### config.mk
export PLATFORM = sky130hd
export DESIGN_NAME = dmem_access_ctrl
export DESIGN_NICKNAME = d
export VERILOG_FILES = /design/src/rtl/dmem_access_ctrl.sv
export SDC_FILE = /design/constraint.sdc
export NUM_CORES = 1
export LEC_CHECK = 0
export ABC_AREA = 1
export ABC_CLOCK_PERIOD_IN_PS = 4050
export CAP_MARGIN = 20
export CORE_ASPECT_RATIO = 1.75
export CORE_MARGIN = 8
export CORE_UTILIZATION = 50
export DETAILED_ROUTE_END_ITERATION = 16
export DONT_BUFFER_PORTS = 1
export PLACE_DENSITY = 0.68
export SYNTH_ARGS = -nofsm -noshare
export SYNTH_HDL_FRONTEND = slang
export SYNTH_SLANG_ARGS = --single-unit
### constraint.sdc
create_clock -name clk -period 4.05 [get_ports clk]
set_input_delay 0.405 -clock clk [delete_from_list [all_inputs] [get_ports clk]]
set_output_delay 0.405 -clock clk [all_outputs]
set_load 0.01 [all_outputs]
### src/rtl/dmem_access_ctrl.sv
// Sequences word-wide data memory accesses for the CPU load/store port and the loader port.
// Latency grant->ack: load 3, SW/loader write 2, SB/SH 4, error 1; DONE always returns to IDLE.
// Backpressure: requesters hold req and payload stable until their one-cycle ack.
//
// Ports:
//   clk, rst                     clock, async active-high reset
//   cpu_req/op/addr/wdata        CPU access request (LW,LB,LBU,LH,LHU,SW,SB,SH)
//   cpu_ack/rdata/err            CPU completion pulse, load data, error flag
//   ldr_req/we/addr/wdata        loader word read/write request
//   ldr_ack/rdata/err            loader completion pulse, read word, error flag
//   mem_rena/wena/addr/wdata     RAM control (word index), mem_rdata valid 1 cycle after rena
module dmem_access_ctrl #(
    parameter logic [31:0] BASE_ADDR = 32'h1001_0000,
    parameter int          DEPTH     = 800,
    parameter int          AW        = 10
) (
    input  logic          clk,
    input  logic          rst,
    input  logic          cpu_req,
    input  logic [2:0]    cpu_op,
    input  logic [31:0]   cpu_addr,
    input  logic [31:0]   cpu_wdata,
    output logic          cpu_ack,
    output logic [31:0]   cpu_rdata,
    output logic          cpu_err,
    input  logic          ldr_req,
    input  logic          ldr_we,
    input  logic [31:0]   ldr_addr,
    input  logic [31:0]   ldr_wdata,
    output logic          ldr_ack,
    output logic [31:0]   ldr_rdata,
    output logic          ldr_err,
    output logic          mem_rena,
    output logic          mem_wena,
    output logic [AW-1:0] mem_addr,
    output logic [31:0]   mem_wdata,
    input  logic [31:0]   mem_rdata
);

    typedef enum logic [2:0] {S_IDLE, S_RD, S_CAP, S_WR, S_DONE} state_t;

    localparam logic [2:0] OP_LW  = 3'b000;
    localparam logic [2:0] OP_LB  = 3'b001;
    localparam logic [2:0] OP_LBU = 3'b010;
    localparam logic [2:0] OP_LH  = 3'b011;
    localparam logic [2:0] OP_LHU = 3'b100;
    localparam logic [2:0] OP_SW  = 3'b101;
    localparam logic [2:0] OP_SB  = 3'b110;
    localparam logic [2:0] OP_SH  = 3'b111;

    localparam logic [31:0] SPAN = 32'(DEPTH * 4);

    state_t        state_q, state_d;
    logic          last_ldr_q, last_ldr_d;   // 1 = loader was granted last
    logic          sel_ldr_q, sel_ldr_d;     // owner of the access in flight
    logic [2:0]    op_q, op_d;
    logic [1:0]    lane_q, lane_d;
    logic [31:0]   wdata_q, wdata_d;
    logic          mem_rena_q, mem_rena_d;
    logic          mem_wena_q, mem_wena_d;
    logic [AW-1:0] mem_addr_q, mem_addr_d;
    logic [31:0]   mem_wdata_q, mem_wdata_d;
    logic          cpu_ack_q, cpu_ack_d;
    logic [31:0]   cpu_rdata_q, cpu_rdata_d;
    logic          cpu_err_q, cpu_err_d;
    logic          ldr_ack_q, ldr_ack_d;
    logic [31:0]   ldr_rdata_q, ldr_rdata_d;
    logic          ldr_err_q, ldr_err_d;

    // Grant decode for the IDLE cycle. The loader only wins a tie if the CPU went last.
    logic          g_vld, g_ldr, g_err, g_misal;
    logic [2:0]    g_op;
    logic [31:0]   g_addr, g_wdata, g_off;

    assign g_vld   = cpu_req | ldr_req;
    assign g_ldr   = ldr_req & (~cpu_req | ~last_ldr_q);
    assign g_op    = g_ldr ? (ldr_we ? OP_SW : OP_LW) : cpu_op;
    assign g_addr  = g_ldr ? ldr_addr : cpu_addr;
    assign g_wdata = g_ldr ? ldr_wdata : cpu_wdata;
    // Wrapping subtract: addresses below the base become huge offsets and fail the range test.
    assign g_off   = g_addr - BASE_ADDR;
    assign g_err   = (g_off >= SPAN) | g_misal;

    always_comb begin
        g_misal = 1'b0;
        case (g_op)
            OP_LW, OP_SW:          g_misal = (g_off[1:0] != 2'b00);
            OP_LH, OP_LHU, OP_SH:  g_misal = g_off[0];
            default:               g_misal = 1'b0;
        endcase
    end

    // Lane extraction and lane merge from the word captured in CAP.
    logic [7:0]  rd_byte;
    logic [15:0] rd_half;
    logic [31:0] load_val, merged;

    always_comb begin
        rd_byte  = mem_rdata[{lane_q, 3'b000} +: 8];
        rd_half  = mem_rdata[{lane_q[1], 4'b0000} +: 16];
        load_val = mem_rdata;
        case (op_q)
            OP_LB:   load_val = {{24{rd_byte[7]}}, rd_byte};
            OP_LBU:  load_val = {24'h0, rd_byte};
            OP_LH:   load_val = {{16{rd_half[15]}}, rd_half};
            OP_LHU:  load_val = {16'h0, rd_half};
            default: load_val = mem_rdata;
        endcase
        merged = mem_rdata;
        if (op_q == OP_SB) begin
            merged[{lane_q, 3'b000} +: 8] = wdata_q[7:0];
        end else begin
            merged[{lane_q[1], 4'b0000} +: 16] = wdata_q[15:0];
        end
    end

    logic        done_ack, done_err, done_ldr;
    logic [31:0] done_rdata;

    always_comb begin
        state_d     = state_q;
        last_ldr_d  = last_ldr_q;
        sel_ldr_d   = sel_ldr_q;
        op_d        = op_q;
        lane_d      = lane_q;
        wdata_d     = wdata_q;
        mem_rena_d  = 1'b0;
        mem_wena_d  = 1'b0;
        mem_addr_d  = mem_addr_q;
        mem_wdata_d = mem_wdata_q;
        done_ack    = 1'b0;
        done_err    = 1'b0;
        done_ldr    = sel_ldr_q;
        done_rdata  = 32'h0;

        case (state_q)
            S_IDLE: begin
                if (g_vld) begin
                    last_ldr_d = g_ldr;
                    sel_ldr_d  = g_ldr;
                    op_d       = g_op;
                    lane_d     = g_off[1:0];
                    wdata_d    = g_wdata;
                    if (g_err) begin
                        // Ack straight away; owner comes from the live grant, not sel_ldr_q.
                        done_ack = 1'b1;
                        done_err = 1'b1;
                        done_ldr = g_ldr;
                        state_d  = S_DONE;
                    end else begin
                        mem_addr_d = g_off[AW+1:2];
                        if (g_op == OP_SW) begin
                            mem_wena_d  = 1'b1;
                            mem_wdata_d = g_wdata;
                            state_d     = S_WR;
                        end else begin
                            mem_rena_d = 1'b1;
                            state_d    = S_RD;
                        end
                    end
                end
            end
            S_RD: begin
                state_d = S_CAP;
            end
            S_CAP: begin
                if (op_q == OP_SB || op_q == OP_SH) begin
                    mem_wena_d  = 1'b1;
                    mem_wdata_d = merged;
                    state_d     = S_WR;
                end else begin
                    done_ack   = 1'b1;
                    done_rdata = load_val;
                    state_d    = S_DONE;
                end
            end
            S_WR: begin
                done_ack = 1'b1;
                state_d  = S_DONE;
            end
            S_DONE: begin
                state_d = S_IDLE;
            end
            default: begin
                state_d = S_IDLE;
            end
        endcase

        cpu_ack_d   = done_ack & ~done_ldr;
        cpu_err_d   = done_err & ~done_ldr;
        cpu_rdata_d = done_ldr ? 32'h0 : done_rdata;
        ldr_ack_d   = done_ack & done_ldr;
        ldr_err_d   = done_err & done_ldr;
        ldr_rdata_d = done_ldr ? done_rdata : 32'h0;
    end

    always_ff @(posedge clk or posedge rst) begin
        if (rst) begin
            state_q     <= S_IDLE;
            last_ldr_q  <= 1'b1;
            sel_ldr_q   <= 1'b0;
            op_q        <= 3'b000;
            lane_q      <= 2'b00;
            wdata_q     <= 32'h0;
            mem_rena_q  <= 1'b0;
            mem_wena_q  <= 1'b0;
            mem_addr_q  <= '0;
            mem_wdata_q <= 32'h0;
            cpu_ack_q   <= 1'b0;
            cpu_rdata_q <= 32'h0;
            cpu_err_q   <= 1'b0;
            ldr_ack_q   <= 1'b0;
            ldr_rdata_q <= 32'h0;
            ldr_err_q   <= 1'b0;
        end else begin
            state_q     <= state_d;
            last_ldr_q  <= last_ldr_d;
            sel_ldr_q   <= sel_ldr_d;
            op_q        <= op_d;
            lane_q      <= lane_d;
            wdata_q     <= wdata_d;
            mem_rena_q  <= mem_rena_d;
            mem_wena_q  <= mem_wena_d;
            mem_addr_q  <= mem_addr_d;
            mem_wdata_q <= mem_wdata_d;
            cpu_ack_q   <= cpu_ack_d;
            cpu_rdata_q <= cpu_rdata_d;
            cpu_err_q   <= cpu_err_d;
            ldr_ack_q   <= ldr_ack_d;
            ldr_rdata_q <= ldr_rdata_d;
            ldr_err_q   <= ldr_err_d;
        end
    end

    assign cpu_ack   = cpu_ack_q;
    assign cpu_rdata = cpu_rdata_q;
    assign cpu_err   = cpu_err_q;
    assign ldr_ack   = ldr_ack_q;
    assign ldr_rdata = ldr_rdata_q;
    assign ldr_err   = ldr_err_q;
    assign mem_rena  = mem_rena_q;
    assign mem_wena  = mem_wena_q;
    assign mem_addr  = mem_addr_q;
    assign mem_wdata = mem_wdata_q;

endmodule

==> impl_metrics.csv <==
group,metric,value,unit
setup_path,cp_slowest_cell,"dfstp_2",
clocking,postCtsSetupBuffers,0,
clocking,cts.repair.resized,0,
setup_path,critPathTopFamily,"simple AND/OR/NAND/NOR gates",
setup_path,path_max_fanout,47,
setup_path,cp_data_required_time,4.34,ns
sta,setup_ws,0.650,ns
final_layout,design_area,0.00848,sq mm
sta,final.period_utilization,84.0,%
setup_path,critPathMaxStageDelay,0.54,ns
sta,max_freq,0.294,GHz
run,max_cap_viol_count,0,
setup_path,criticalPathCategory,"reg -> reg",
power_and_ir_drop,power_frac_clock,36.0,%
setup_path,path_cells,"nand2_2 > nand2_4 > buf_4 > nand2_1 > nand2_1 > nand3_1 > nor2_2 > nand3_1 > nor2_2 > nand3_2 > nand2_1 > nand3_2 > buf_12 > nand2_1 > o21ai_2",
die,die_area,0.0201,sq mm
final_layout,fill_cells,1482,
clocking,cts_buffers,17,
power_and_ir_drop,sw_frac_of_total,36.1,%
sta,rsz0062_at_grt,"no",
final_layout,multi_input_area,0.00376,sq mm
placement,dp.cells,1203,
clocking,worst_skew_pair.late_latency,0.42,ns
setup_path,worstReg2RegStart,"last_ldr_q",
yosys,synth_compound_area_share,17.8,%
drt,antenna_left,0,
clocking,cts_tree,"done",
die,die_h,182,microns
yosys,syn_area_per_cell,7.33,sq um
die,core_area,0.0154,sq mm
clocking,cts_sinks,138,
final_layout,nets,1209,
setup_path,rr_worst_depth,15,
placement,place_area,0.00788,sq mm
yosys,syn-num-nets,1244,
power_and_ir_drop,leakage,4.14,nW
setup_path,path_common_cell,"nand2_1",
sta,tightest_slew,0.765,ns
placement,dp_hpwl,20.7,mm
yosys,synth_xor_area_share,0,%
global_route,grt_max_degree,139,
power_and_ir_drop,p_sw,0.00162,W
sta,fin_setup_tns,0,ns
drt,vias_per_cell,5.90,
yosys,synthMuxAreaShare,0.128,%
setup_path,path_buf_inv,2,
placement,place.gp.congestion,0.933,
clocking,htree_levels,4,
yosys,yosysUniqueCellTypes,32,
clocking,clk_path_buf_depth,2,
global_route,grt_overflow_total,0,
sta,hold_violations,0,
sta,period_needed,3.40,ns
global_route,antenna_found_initial,0,
yosys,synthCells,1071,
power_and_ir_drop,peakVddDrop,0.000273,V
setup_path,critPathCaptureType,"register",
setup_path,cp-start-kind,"register",
yosys,synthesis.area,0.00785,sq mm
final_layout,layout.cells.non_filler,1235,
placement,dp_worst_setup_slack,0.682,ns
yosys,synth_top_family_by_area,"simple AND/OR/NAND/NOR gates",
final_layout,drive_above_1_share,8.77,%
die,initial_core_util,51.0,%
drt,drtIter0Drc,622,
global_route,grt_pass1_vias,7362,
sta,hold_ws,0.0491,ns
placement,port_buffers,0,
power_and_ir_drop,seqPwrFrac,40.4,%
die,die_x,111,microns
sta,slew_violations,0,
power_and_ir_drop,power_frac_comb,23.6,%
final_layout,seq_area,0.00345,sq mm
yosys,ys_seq_elements,138,
sta,max_slew_margin,49.0,%
drt,dr.pass1.iters,8,
global_route,grt_pass1_wl,42.0,mm
clocking,path_clk_slew,0.06,ns
setup_path,reg2reg_slack,0.65,ns
die,num_rows,60,
clocking,hold_buffers,0,
yosys,yosysWarnings,0,
drt,vias,7281,
drt,remaining_drc_errors,0,
status,status,"complete, no violations",
final_layout,area.growth.synth_to_final,8.10,%
power_and_ir_drop,p_per_area,527,mW/mm^2
drt,wire_per_inst,21.9,microns
sta,fin_skew,0.0127,ns
setup_path,arrival,3.69,ns
yosys,synth-simple-area-share,29.1,%
die,io_pins,280,
drt,drt_wl_total,27.0,mm
setup_path,crit_start,"last_ldr_q",
global_route,grt_use_total,26.5,%
hold_path,hold_class,"in -> async",
sta,setup_viol,0,
power_and_ir_drop,intPower,0.00286,W
clocking,cts-root-buf,"clkbuf_16",
final_layout,diodes,0,
yosys,synth_seq_area_share,44.0,%
yosys,synth-adder-area-share,0.797,%
setup_path,r2r_end,"mem_wdata[21]",
==> worst reg2reg max path, delay by kind of cell, from the launching register on <==
family                 cells  cell delay [ns]
AO/OA/AOI/OAI              1             0.05
buffers and inverters      2             0.75
flip-flops                 1             0.54
AND/OR/NAND/NOR           12             1.92
==> sequential cells by signal, indices dropped and copies added (netlist names) <==
signal and count:
cpu_rdata 32, ldr_rdata 32, mem_wdata 32, wdata_q 16, mem_addr 10, op_q 3
state_q 3, lane_q 2, cpu_ack 1, cpu_err 1, last_ldr_q 1, ldr_ack 1
ldr_err 1, mem_rena 1, mem_wena 1, sel_ldr_q 1
==> through the flow <==
stage / power (W) / util [%]
floorplan: 0.00258 / -
global placement: 0.00287 / 51.2
detailed placement: 0.00288 / 51.2
CTS: 0.00449 / 55.1
global route: 0.00471 / 55.1
finish: 0.00447 / 55.1
==> worst max-delay path by stage <==
stage                    end  slack, ns  cells after the start
2_1_floorplan   mem_wdata[7]       1.56                     11
3_3_place_gp   mem_wdata[23]       0.76                     15
3_5_place_dp   mem_wdata[17]       0.68                     15
4_1_cts        mem_wdata[22]       0.66                     15
5_1_grt        mem_wdata[22]       0.33                     15
6_report       mem_wdata[21]       0.65                     15
==> cell usage after synthesis <==
library cell | number | area, sq um
dfstp_2 | 1 | 26.3
inv_1 | 74 | 278
o21ai_2 | 23 | 201
ha_1 | 5 | 62.6
o221ai_1 | 9 | 78.8
inv_2 | 4 | 15.0
nand4_1 | 6 | 37.5
dfrtp_1 | 137 | 3430
or2_2 | 6 | 37.5
nand2_1 | 339 | 1270
nand3_1 | 56 | 280
nor2_2 | 5 | 31.3
o21ai_0 | 66 | 330
a22oi_1 | 16 | 120
o2111ai_1 | 5 | 43.8
o211ai_1 | 23 | 173
a21oi_1 | 22 | 110
buf_6 | 7 | 78.8
nand3b_1 | 8 | 60.1
nor2_1 | 131 | 492
buf_2 | 11 | 55.1
o21ai_1 | 15 | 75.1
a31oi_1 | 33 | 206
nand2_4 | 1 | 11.3
nand3_2 | 2 | 20.0
buf_4 | 5 | 37.5
nor3_1 | 5 | 25.0
clkbuf_1 | 38 | 143
o311ai_0 | 7 | 61.3
nand2_2 | 3 | 18.8
buf_1 | 7 | 26.3
mux2i_1 | 1 | 10.0
==> power groups by stage <==
stage	logic (W)	clock network (W)	registers (W)
after detailed placement	0.00104	0	0.00184
final	0.00106	0.00161	0.00181
after floorplan	0.000833	0	0.00175
after CTS	0.00105	0.00163	0.00181
after global placement	0.00103	0	0.00184
after global routing	0.00119	0.00168	0.00184
==> layout by cell type (no fill, tap or decap), types with 7 or more instances in the layout <==
master	n
o21ai_1	15
o211ai_1	23
o221ai_1	9
a21oi_1	22
inv_1	73
nand3_1	56
nor2_1	130
o311ai_0	7
a31oi_1	33
clkbuf_16	17
nand2_1	339
a22oi_1	16
nand3b_1	8
o21ai_0	66
o21ai_2	23
dfrtp_1	137
buf_4	12
==> layout make-up <==
type / instances / area share [%]
well taps: 186 / 2.74
flip-flops and latches: 138 / 40.7
multi-input cells: 787 / 44.3
clock inverters: 13 / 1.93
repair buffers: 14 / 1.53
inverters: 78 / 3.50
clock buffers: 19 / 5.22
==> per-layer routing <==
layer | vias to the layer above | routed length (microns) | track usage (%)
met5 | - | 0 | 0
met4 | 0 | 1200 | 13.8
met1 | 3383 | 9470 | 27.4
li1 | 3441 | - | -
met3 | 59 | 2680 | 9.47
met2 | 398 | 13600 | 45.8
==> cell families after synthesis <==
kind of cell	after synthesis
AND/OR/NAND/NOR	562
adder cells (fa/ha/maj)	5
flip-flops	138
AO/OA/AOI/OAI	219
buffers and inverters	146
multiplexers	1
Note: power is estimated with default switching activity, not from simulation.
